--- config.mk ---
export PLATFORM = sky130hd
export DESIGN_NAME = bus_arbiter
export DESIGN_NICKNAME = d
export VERILOG_FILES = /design/src/rtl/fe_pkg.sv /design/src/rtl/bus_addr_decoder.sv /design/src/rtl/bus_arbiter.sv
export SDC_FILE = /design/constraint.sdc
export NUM_CORES = 1
export LEC_CHECK = 0
export ABC_AREA = 1
export CAP_MARGIN = 5
export CORE_ASPECT_RATIO = 1.2
export CORE_MARGIN = 2
export CORE_UTILIZATION = 43
export DETAILED_ROUTE_END_ITERATION = 16
export PLACE_DENSITY = 0.8
export SLEW_MARGIN = 20
export SYNTH_ARGS = -nofsm -noshare
export SYNTH_HDL_FRONTEND = slang
export SYNTH_HIERARCHICAL = 1
export SYNTH_SLANG_ARGS = --single-unit
export TNS_END_PERCENT = 1
--- constraint.sdc ---
create_clock -name clk -period 3.3 [get_ports clk]
set_input_delay 0.66 -clock clk [delete_from_list [all_inputs] [get_ports clk]]
set_output_delay 0.66 -clock clk [all_outputs]
set_load 0.1 [all_outputs]
--- src/rtl/fe_pkg.sv ---
// Shared types and constants for the front-end memory bus: arbiter states, bus request
// record and default region bases.
package fe_pkg;

   typedef logic [31:0] RV32I_OPERAND_t;

   typedef enum logic [1:0] {
      ARB_IDLE,
      ARB_ACCESS,
      ARB_ACK
   } arb_state_t;

   localparam logic [31:0] ROM_BASE_DEFAULT = 32'h0400_0000;
   localparam logic [31:0] RAM_BASE_DEFAULT = 32'h1001_0000;

   typedef struct packed {
      RV32I_OPERAND_t addr;
      logic           wren;
      RV32I_OPERAND_t wrdata;
   } bus_req_t;

endpackage

--- src/rtl/bus_addr_decoder.sv ---
// Combinational decode of a byte address into ROM/RAM region hits, a word index and an
// error flag (misaligned, unmapped, or write to ROM).
module bus_addr_decoder
   import fe_pkg::*;
#(
   parameter logic [31:0] ROM_BASE  = ROM_BASE_DEFAULT,
   parameter logic [31:0] RAM_BASE  = RAM_BASE_DEFAULT,
   parameter int unsigned ROM_WORDS = 18,
   parameter int unsigned RAM_WORDS = 32
) (
   input  logic [31:0] addr,
   input  logic        wren,
   output logic        rom_hit,
   output logic        ram_hit,
   output logic        err,
   output logic [31:0] word_idx
);

   // Region ends carry an extra bit so a region touching the top of memory cannot wrap.
   localparam logic [32:0] RomEnd = {1'b0, ROM_BASE} + 33'(ROM_WORDS * 4);
   localparam logic [32:0] RamEnd = {1'b0, RAM_BASE} + 33'(RAM_WORDS * 4);

   always_comb begin
      rom_hit  = (addr >= ROM_BASE) && ({1'b0, addr} < RomEnd);
      ram_hit  = (addr >= RAM_BASE) && ({1'b0, addr} < RamEnd);
      word_idx = '0;
      if (rom_hit) begin
         word_idx = (addr - ROM_BASE) >> 2;
      end else if (ram_hit) begin
         word_idx = (addr - RAM_BASE) >> 2;
      end
      err = (addr[1:0] != 2'b00) || !(rom_hit || ram_hit) || (wren && rom_hit);
   end

endmodule

--- src/rtl/bus_arbiter.sv ---
// Two-master round-robin arbiter sharing the program ROM and data RAM; each granted
// transfer runs IDLE -> ACCESS (1+WAIT_STATES cycles, or 1 on error) -> ACK.
module bus_arbiter
   import fe_pkg::*;
#(
   parameter logic [31:0] ROM_BASE    = ROM_BASE_DEFAULT,
   parameter logic [31:0] RAM_BASE    = RAM_BASE_DEFAULT,
   parameter int unsigned ROM_WORDS   = 18,
   parameter int unsigned RAM_WORDS   = 32,
   parameter int unsigned WAIT_STATES = 0
) (
   input  logic        clk,
   input  logic        rst,
   input  logic        m0_req,
   input  logic [31:0] m0_addr,
   input  logic        m0_wren,
   input  logic [31:0] m0_wrdata,
   output logic        m0_ack,
   output logic        m0_err,
   output logic [31:0] m0_rddata,
   input  logic        m1_req,
   input  logic [31:0] m1_addr,
   input  logic        m1_wren,
   input  logic [31:0] m1_wrdata,
   output logic        m1_ack,
   output logic        m1_err,
   output logic [31:0] m1_rddata,
   output logic [31:0] rom_addr,
   input  logic [31:0] rom_rddata,
   output logic [31:0] ram_addr,
   output logic        ram_wren,
   output logic [31:0] ram_wrdata,
   input  logic [31:0] rram_rddata
);

   localparam logic [3:0] WaitLast = 4'(WAIT_STATES);

   arb_state_t  state_q, state_d;
   logic        prio_q, prio_d;
   logic        gnt_q, gnt_d;
   logic [3:0]  wait_q, wait_d;
   bus_req_t    req_q, req_d;
   logic [31:0] rd0_q, rd0_d;
   logic [31:0] rd1_q, rd1_d;

   logic        rom_hit, ram_hit, dec_err;
   logic [31:0] word_idx;
   logic        in_access, last_access, in_ack;

   bus_addr_decoder #(
      .ROM_BASE  (ROM_BASE),
      .RAM_BASE  (RAM_BASE),
      .ROM_WORDS (ROM_WORDS),
      .RAM_WORDS (RAM_WORDS)
   ) u_decoder (
      .addr     (req_q.addr),
      .wren     (req_q.wren),
      .rom_hit  (rom_hit),
      .ram_hit  (ram_hit),
      .err      (dec_err),
      .word_idx (word_idx)
   );

   assign in_access   = (state_q == ARB_ACCESS);
   assign in_ack      = (state_q == ARB_ACK);
   assign last_access = in_access && (dec_err || (wait_q == WaitLast));

   always_comb begin
      state_d = state_q;
      prio_d  = prio_q;
      gnt_d   = gnt_q;
      wait_d  = wait_q;
      req_d   = req_q;
      rd0_d   = rd0_q;
      rd1_d   = rd1_q;
      unique case (state_q)
         ARB_IDLE: begin
            if (m0_req || m1_req) begin
               gnt_d = (m0_req && m1_req) ? prio_q : m1_req;
               if (gnt_d) begin
                  req_d.addr   = m1_addr;
                  req_d.wren   = m1_wren;
                  req_d.wrdata = m1_wrdata;
               end else begin
                  req_d.addr   = m0_addr;
                  req_d.wren   = m0_wren;
                  req_d.wrdata = m0_wrdata;
               end
               wait_d  = '0;
               state_d = ARB_ACCESS;
            end
         end
         ARB_ACCESS: begin
            if (last_access) begin
               wait_d  = '0;
               state_d = ARB_ACK;
               // Writes carry no read data, so only mapped reads refresh rddata.
               if (!dec_err && !req_q.wren) begin
                  if (gnt_q) begin
                     rd1_d = rom_hit ? rom_rddata : rram_rddata;
                  end else begin
                     rd0_d = rom_hit ? rom_rddata : rram_rddata;
                  end
               end
            end else begin
               wait_d = wait_q + 4'd1;
            end
         end
         ARB_ACK: begin
            prio_d  = ~gnt_q;
            state_d = ARB_IDLE;
         end
         default: state_d = ARB_IDLE;
      endcase
   end

   always_ff @(posedge clk) begin
      if (!rst) begin
         state_q <= ARB_IDLE;
         prio_q  <= 1'b0;
         gnt_q   <= 1'b0;
         wait_q  <= '0;
         req_q   <= '0;
         rd0_q   <= '0;
         rd1_q   <= '0;
      end else begin
         state_q <= state_d;
         prio_q  <= prio_d;
         gnt_q   <= gnt_d;
         wait_q  <= wait_d;
         req_q   <= req_d;
         rd0_q   <= rd0_d;
         rd1_q   <= rd1_d;
      end
   end

   // Strobes are qualified by rst so a transfer caught by reset neither acks nor writes.
   assign m0_ack     = rst && in_ack && !gnt_q;
   assign m1_ack     = rst && in_ack && gnt_q;
   assign m0_err     = m0_ack && dec_err;
   assign m1_err     = m1_ack && dec_err;
   assign m0_rddata  = rd0_q;
   assign m1_rddata  = rd1_q;
   assign rom_addr   = (in_access && rom_hit) ? word_idx : '0;
   assign ram_addr   = (in_access && ram_hit) ? word_idx : '0;
   assign ram_wren   = rst && last_access && !dec_err && ram_hit && req_q.wren;
   assign ram_wrdata = req_q.wrdata;

endmodule

After elaboration in Yosys (flattened, before gate mapping)
Index checks and enable logic that the tools add are counted.
- add/sub/neg operators: 3
- $lt $le $gt $ge: 4
- eq/ne operators: 4
- multiplexer cells: 13
- bitwise operators: 1
- reductions and logical operators: 35
- operators with widths (operator ; count):
    32-bit 2-to-1 mux ; 3
    65-bit 2-to-1 mux ; 1
    30-bit 2-to-1 mux ; 2
    32-bit by 27-bit >= comparator with 1-bit output (second input constant) ; 1
    32-bit by 29-bit >= comparator with 1-bit output (second input constant) ; 1
    32-bit by 27-bit less-than comparator with 1-bit output (second input constant) ; 1
    32-bit by 29-bit less-than comparator with 1-bit output (second input constant) ; 1
    32-bit by 27-bit subtractor with 32-bit output (second input constant) ; 1
    32-bit by 29-bit subtractor with 32-bit output (second input constant) ; 1
    1-bit logical AND ; 17
    4-bit 2-to-1 mux ; 2
    4-bit one-hot mux with 2 select lines ; 1
    4-bit AND reduction ; 2
    2-bit AND reduction ; 3
    1-bit logical OR ; 5
    4-bit by 1-bit adder with 4-bit output (second input constant) ; 1
    1-bit zero test ; 4
    4-bit zero test ; 1
    2-bit 2-to-1 mux ; 2
    2-bit one-hot mux with 2 select lines ; 1
    2-bit nonzero test ; 2
    2-bit by 1-bit == test with 1-bit output (second input constant) ; 1
    2-bit == test (second input constant) ; 1
    2-bit zero test ; 1
    other kinds (4) ; 4
- register bits after elaboration: 137

Depth between registers and ports, before layout
- depth in word-level cells: 12
- gate-level depth with buffers: 19
- depth with buffers taken out: 17

Cells and area by module
Netlist, hierarchy kept.
- modules (own cells, without submodules) (module ; instances ; cells each ; area each (µm²)):
    bus_arbiter ; 1 ; 1078 ; 7038.0
    bus_addr_decoder ; 1 ; 214 ; 1127.3

Least setup slack after synthesis
OpenSTA, ideal clock, no wires.
- kind: reg-to-output
- start point: register req_q[49] in the netlist's numbering
- end point: output ram_wren
- arrival: 4092 ps
- required time: 2640 ps
- path slack: -1452 ps
- stages on the path, launching flop included: 18
- buffers on the path: 2
- cell sequence: dfxtp_1 inv_1 ha_1 inv_1 nor2_1 nand2_1 nand2_1 and2_1 nand2_2 nand2_4 buf_6 nand2_4 nand3_1 inv_2 nand2_2 buf_2 nand2_1 nor3_1
- longest elaborated chain between the ends: 12
- elaborated cells between the ends (all ways): 18
- RTL lines (item ; line ; text):
    start, declared ; bus_arbiter.sv:42 ; bus_req_t req_q, req_d;
    start signal, assigned ; bus_arbiter.sv:131 ; req_q <= req_d;
    32-bit by 27-bit >= comparator with 1-bit output (tied with other cells) ; bus_addr_decoder.sv:24 ; rom_hit = (addr >= ROM_BASE) && ({1'b0, addr} < RomEnd);
    1-bit logical AND (on tied branches) ; bus_addr_decoder.sv:24, bus_addr_decoder.sv:25 ;
    1-bit logical OR ; bus_addr_decoder.sv:32 ; err = (addr[1:0] != 2'b00) || !(rom_hit || ram_hit) || (wren && rom_hit);
    1-bit zero test ; bus_addr_decoder.sv:32 ;
    1-bit logical OR ; bus_addr_decoder.sv:32 ;
    1-bit logical OR * ; bus_addr_decoder.sv:32 ;
    net dec_err ; bus_arbiter.sv:46 ; logic rom_hit, ram_hit, dec_err;
    1-bit logical OR ; bus_arbiter.sv:66 ; assign last_access = in_access && (dec_err || (wait_q == WaitLast));
    1-bit logical AND ; bus_arbiter.sv:66 ;
    1-bit logical AND ; bus_arbiter.sv:146 ; assign ram_wren = rst && last_access && !dec_err && ram_hit && req_q.wren;
    1-bit logical AND * (3 in series) ; bus_arbiter.sv:146 ;
    end, declared ; bus_arbiter.sv:31 ; output logic ram_wren,
Mark *: on every way through the listed nets, which the timed path passes. The rest lies on a longest branch.

Worst setup path after layout
- start point: register req_q[59] in the netlist's numbering
- end point: output rom_addr[1]
- longest elaborated chain between the ends: 5
- elaborated cells between the ends (all ways): 10
- RTL lines (item ; line ; text):
    32-bit by 29-bit >= comparator with 1-bit output / 32-bit by 29-bit less-than comparator with 1-bit output (equally long branches) ; bus_addr_decoder.sv:25 ; ram_hit = (addr >= RAM_BASE) && ({1'b0, addr} < RamEnd);
    1-bit logical AND ; bus_addr_decoder.sv:25 ;
    30-bit 2-to-1 mux ; bus_addr_decoder.sv:29 ; end else if (ram_hit) begin
    30-bit 2-to-1 mux * ; bus_addr_decoder.sv:27 ; if (rom_hit) begin
    net word_idx[1] ; bus_arbiter.sv:47 ; logic [31:0] word_idx;
    32-bit 2-to-1 mux * ; bus_arbiter.sv:144 ; assign rom_addr = (in_access && rom_hit) ? word_idx : '0;
    end, declared ; bus_arbiter.sv:28 ; output logic [31:0] rom_addr,
Marked as above.

==> impl_metrics.yaml <==
status:
  outcome: "complete, but fails checks"
  violations: "slew limit"
placement:
  hpwlAfterDp_um: 19800
  placed_cell_area_sq_um: 12100
  placement.io_buffers: 358
  place_ws_ns: 0.166
  placedCellCount: 1814
  place_congestion: 0.917
floorplanning:
  dieArea_sq_um: 20100
  top_level_ports: 363
  fp.dieW_um: 130
  die_h_um: 155
  coreArea_sq_um: 18700
  num_rows: 55
  initial_core_util_pct: 43.6
clocking:
  cts_tree: "yes"
  cts_buffers: 17
  cts_max_level: 4
  clock_latency_ns: 0.42
  cts_hold_buf: 0
  clk_pin_slew_ns: 0.06
  ctsRootBufferMaster: "clkbuf_16"
  numClockSinks: 137
  cts_buffer_depth: 2
yosys:
  yosysTopAreaCellShare_pct: 33.6
  ys_seq_elements: 137
  synth.largest_area_cell: "dfxtp_1"
  ys_seq_area_share_pct: 33.6
  yosys_warnings: 6
  synth_area_sq_um: 8170
  synth_area_leaders: "dfxtp_1 (34%), nand2_1 (11%), inv_1 (11%)"
  yosysUniqueCellTypes: 35
  syn_avg_cell_area_sq_um: 6.32
  syn_inst: 1292
route:
  totalWireLength_um: 27200
  final_antenna_net_count: 0
  drt-vias-per-instance: 4.83
  avgRoutedWirePerCell_um: 14.6
  vias: 8992
  drt_iter0_markers: 504
  drc: 0
  first_pass_iters: 5
finish:
  final_area_sq_um: 13200
  finalNetCount: 1797
  synthToLayoutAreaGrowth_pct: 61.6
  regArea_sq_um: 2750
  antennaDiodeCount: 0
  final_cells: 1861
  fill_cells: 1585
  multiInputGateArea_sq_um: 4260
  drive_gt1_share_pct: 22.2
run:
  maxCapViolCount: 0
sta:
  fin_tns_setup_ns: 0
  worstMarginPinSlew_ns: 1.73
  fin_crit_sh_pct: 97.4
  rsz0062_at_grt: "true"
  fmax_ghz: 0.311
  skew_ns: 0.0113
  setup_viol: 0
  setup_ws_ns: 0.0859
  hold_slack_ns: 0.460
  finalMaxSlewViolations: 4
  hold_viol: 0
  relSlewSlack_pct: -15.9
  min_period_ns: 3.21
worst_setup_path:
  cp_max_fo: 19
  r2r_setup_slack_ns: 0.59
  reg2reg_depth: 16
  critPathLaunchType: "flop"
  crit_arrival_ns: 2.55
  r2r_start: "req_q[59]"
  critPathRequiredTime_ns: 2.64
  critPathCaptureType: "primary output"
  worstSetupPathType: "reg -> out"
  r2r-end: "m1_rddata[8]"
global_route:
  grt_max_degree: 134
  grt_pass1_wl_um: 42100
  antenna_found_initial: 0
  grtUsageTotal_pct: 26.1
  overflow: 0
  grt_pass1_vias: 8470
min_path:
  worstHoldStart: "m0_rddata[3]"
  min_path_type: "reg -> reg"
  holdPathStages: 2
  holdPathEnd: "m0_rddata[3]"
pwr:
  ir_worst_vdd_v: 0.000398
  leakage_nw: 5.57
  power_density_nw_per_um2: 426
routing by layer:
metal	track usage, %	wire [um]
met2	45.3	14000
met4	10.3	851
met5	0	0
met3	5.88	1620
met1	31.0	10700
worst max-delay path by stage:
stage	start	to	slack, ns	cells past startpoint
2_1_floorplan	req_q[49]	rom_addr[10]	-0.44	12
3_3_place_gp	req_q[50]	ram_wren	0.24	15
3_5_place_dp	req_q[50]	ram_wren	0.17	15
4_1_cts	req_q[59]	ram_wren	-0.02	14
5_1_grt	req_q[60]	rom_addr[15]	-0.06	13
6_report	req_q[59]	rom_addr[1]	0.09	13
registers in the layout, summed over array words and instances, names as in the netlist:
register	flops
m1_rddata	32
req_q	33
state_q	2
m0_rddata	32
prio_q	1
wait_q	4
ram_wrdata	32
gnt_q	1
power breakdown:
part | switching, mW | internal (mW) | total (mW)
clock | 0.791 | 0.999 | 1.79
combinational | 1.32 | 0.670 | 1.99
sequential | 0.0828 | 1.76 | 1.84
total | 2.19 | 3.43 | 5.62
through the flow:
step / power (mW) / util, %
finish: 5.62 / 70.5
CTS: 5.53 / 68.5
detailed placement: 3.70 / 64.6
global placement: 3.68 / 64.6
global route: 5.89 / 70.5
floorplan: 3.15 / -
kinds of logic (layout without fill, tap and decap cells):
kind of cell    Yosys count  in the layout  share of synthesized area (%)
fa+ha+maj                 7              7                           1.07
buf+inv                 355            667                           18.8
xor+xnor                  2              2                          0.215
simple gates            457            457                           23.9
compound gates          333            333                           22.4
flops                   137            137                           33.6
other cells               1              2                         0.0459
cell usage after synthesis:
master    number
a21boi_2       2
a21oi_1      170
a21oi_2       13
and2_1         3
and3_1         1
buf_1          4
buf_2         37
buf_4         36
buf_6          3
clkbuf_1      32
clkinv_1       1
clkinv_2       1
conb_1         1
dfxtp_1      137
ha_1           7
inv_1        233
inv_2          8
nand2_1      234
nand2_2        5
nand2_4        2
nand3_1       17
nand3_4        1
nand3b_1       2
nand4_1       34
nand4_4        1
nor2_1       142
nor2_2         4
nor2_4         3
nor3_1         6
nor3_2         2
o21ai_0      100
o21ai_1       11
o21ai_2        4
o21bai_1      33
xor2_1         2
cells in the final DEF, fill, tap and decap left out, types with 3 or more instances in the layout:
| cell | Yosys | layout |
|---|---|---|
| o21ai_2 | 4 | 4 |
| nand4_1 | 34 | 34 |
| nor3_4 | 0 | 3 |
| nand3_2 | 0 | 3 |
| a21oi_1 | 170 | 170 |
| inv_6 | 0 | 6 |
| buf_12 | 0 | 72 |
| o21ai_0 | 100 | 100 |
| clkdlybuf4s50_1 | 0 | 197 |
| nor2_4 | 3 | 14 |
| o21ai_1 | 11 | 9 |
| clkinv_4 | 0 | 3 |
| a21oi_2 | 13 | 11 |
| nand3_1 | 17 | 13 |
| nor2_1 | 142 | 88 |
| nor2_2 | 4 | 47 |
| buf_4 | 36 | 119 |
| dfxtp_1 | 137 | 132 |
| ha_1 | 7 | 3 |
| inv_1 | 233 | 227 |
| inv_4 | 0 | 3 |
| dfxtp_2 | 0 | 3 |
| ha_4 | 0 | 3 |
| nand2_2 | 5 | 7 |
| clkinvlp_4 | 0 | 5 |
| clkbuf_16 | 0 | 19 |
| inv_2 | 8 | 10 |
| o21bai_1 | 33 | 33 |
| nand2_1 | 234 | 228 |
| nand2_4 | 2 | 6 |
| nor3_1 | 6 | 4 |
worst max-delay path: stages, from the launching register on:
cell     delay (ns)
dfxtp_4        0.38
inv_4          0.06
ha_4           0.17
nand2_2        0.07
nor2_1         0.05
nor3_2         0.19
nand2_1        0.12
nor2_4         0.21
nand2_4        0.10
buf_12         0.18
a21oi_2        0.14
inv_1          0.10
nor2_2         0.16
buf_12         0.20
final cells by class:
cell class,count,area share [%]
clock buffer,19,3.36
clock inverter,13,0.834
inverter,243,7.05
multi-input combinational,801,32.3
sequential,137,20.9
tap,256,2.43
timing repair buffer,392,33.2
timing repair:
item / in CTS / in global routing
cloned: 0 / 3
setup buffers: 3 / 9
setup endpoints to repair: 63 / 63
hold endpoints to repair: 0 / 0
gates resized for setup: 56 / 67
pin swaps: 5 / 43
Power figures use the tool's default switching activity.
==> edit (same settings) <==
`rd1_q` no longer has a reset.
--- a/src/rtl/bus_arbiter.sv
+++ b/src/rtl/bus_arbiter.sv
@@ -123,5 +123,4 @@
          req_q   <= '0;
          rd0_q   <= '0;
-         rd1_q   <= '0;
       end else begin
          state_q <= state_d;
@@ -131,6 +130,9 @@
          req_q   <= req_d;
          rd0_q   <= rd0_d;
-         rd1_q   <= rd1_d;
       end
+   end
+
+   always_ff @(posedge clk) begin
+      rd1_q <= rd1_d;
    end
 
Behaviour: differs if rst is asserted again (counterexample within 4 cycles, from zero or initial values and one cycle with rst low); with rst held inactive, the same outputs for 4 cycles.
==> edit against the original RTL <==
Setup slack improved by 29 ps. Cell area decreased by 1.6%. Count of clock-buffer cells in the layout is 2 lower. Largest power group is now clock. Synthesized area up 0.70%. Synthesized cell count decreased by 1.2%. First-iteration DRC count is 28% lower. Global-route usage down 2.3 points. Power grew 5.3%. The flow still finishes with violations (max-slew violations). Non-clock buffer count decreased by 16. Sequential share of layout area grew 2.7 points. Highest routed layer unchanged. Sequential cell count unchanged. Wire length is 8.0% lower.
==> edit: results (changes against the original RTL) <==
metric	value	unit	change
fraction of layout cells with a size suffix above 1	21.7	%	-0.58 points
Clock buf/inv share	4.87	%	+0.67 points
clkbuf count	17		-2
filler cell count	1552		-2.1%
GRT met3 Usage	4.57	%	-1.3 points
vias in the first global route	8116		-4.2%
CP max stage cell	dfxtp_2		
sequential share of the synthesized area	37.2	%	+3.7 points
worst setup margin	115	ps	+29.0 ps
total routed wirelength	25100	um	-8.0%
Via Count	8611		-4.2%
Signal buf overhead	31.9	%	-1.3 points
iteration-0 DRC count of the detailed router	363		-28%
number of antenna violations at the first check in global routing	0		unchanged
failing checks	max-slew violations		
Sw Ratio	37.6	%	-1.4 points
first-pass GRT wire length	38400	um	-8.9%
Seq. pwr	1.92	mW	+4%
Synth Area in Adders	1.07	%	-0.0075 points
Commonest cells post-synth	nand2_1, inv_1, nor2_1		
synth top area cells	dfxtp_1, nand2_1, edfxtp_1		
NumNets Final	1780		-0.95%
Final HPWL DP	19100	um	-3.3%
met3 WL post-DR	1740	um	+7.8%
GR Util All Layers	23.8	%	-2.3 points
post-cts resize count	47		-16%
Worst Skew	7.27	ps	-3.98 ps
Non-Clock Inverter Count	211		-13%
met1 Use GR	25.3	%	-5.7 points
status	finished, violations left		
fin util	69.1	%	-1.4 points
Comb pwr share	33.4	%	-2.0 points
worst vdd ir	0.000379	V	-5.0%
Non-clock buffers	376		-4.1%
Post-synth EDFFs	32		+32
worst slack, placed	167	ps	+1.22 ps
Synth cell types	37		+5.7%
Metal-1 WL	9370	um	-13%
cell area after synthesis	0.00822	mm2	+0.70%
Critical Path AT	2530	ps	-20 ps
Slew Limit Fails	4		unchanged
Synth Area in XOR/XNOR	0.320	%	+0.11 points
Worst Tran Pin Value	1750	ps	+19.6 ps
Post-CTS Setup Inserts	3		unchanged
met2 usage	46.3	%	+0.97 points
syn avg cell area	6.44	um2	+2.0%
placed instance area	0.0121	mm2	+0.14%
leak pwr	5.77	nW	+3.7%
compound-gate portion of the synthesized area	12.5	%	-9.9 points
multi-input combinational area share	31.0	%	-1.3 points
routed vias/inst	4.67		-3.4%
fraction of area in registers	23.6	%	+2.7 points
r2r setup slk	420	ps	-170 ps
Multi-In Gates	832		+3.9%
R2R depth	18		+2
crit path capture	rom_addr[24]		
mux cell area share after synthesis	0	%	unchanged
gp weighted congestion	0.961		+4.8%
Sw Pwr	2.23	mW	+1.4%
## edit: cell types whose count changed after synthesis, moves of 30 or more
| cell | before | now |
|---|---|---|
| inv_1 | 233 | 198 |
| nand4_1 | 34 | 4 |
| o21ai_0 | 100 | 36 |
| nand2_1 | 234 | 455 |
| a21oi_1 | 170 | 75 |
| edfxtp_1 | 0 | 32 |
| dfxtp_1 | 137 | 105 |
## edit: how the worst min path moves through the flow
| stage | slack (ps) | to | start | cells past startpoint |
|---|---|---|---|---|
| 2_1_floorplan | 440 | ram_wrdata[15] | ram_wrdata[15] | 2 |
| 3_3_place_gp | 450 | req_q[34] | req_q[34] | 2 |
| 3_5_place_dp | 460 | ram_wrdata[7] | ram_wrdata[7] | 2 |
| 4_1_cts | 470 | ram_wrdata[7] | ram_wrdata[7] | 2 |
| 5_1_grt | 490 | ram_wrdata[7] | ram_wrdata[7] | 2 |
| 6_report | 460 | req_q[34] | req_q[34] | 2 |
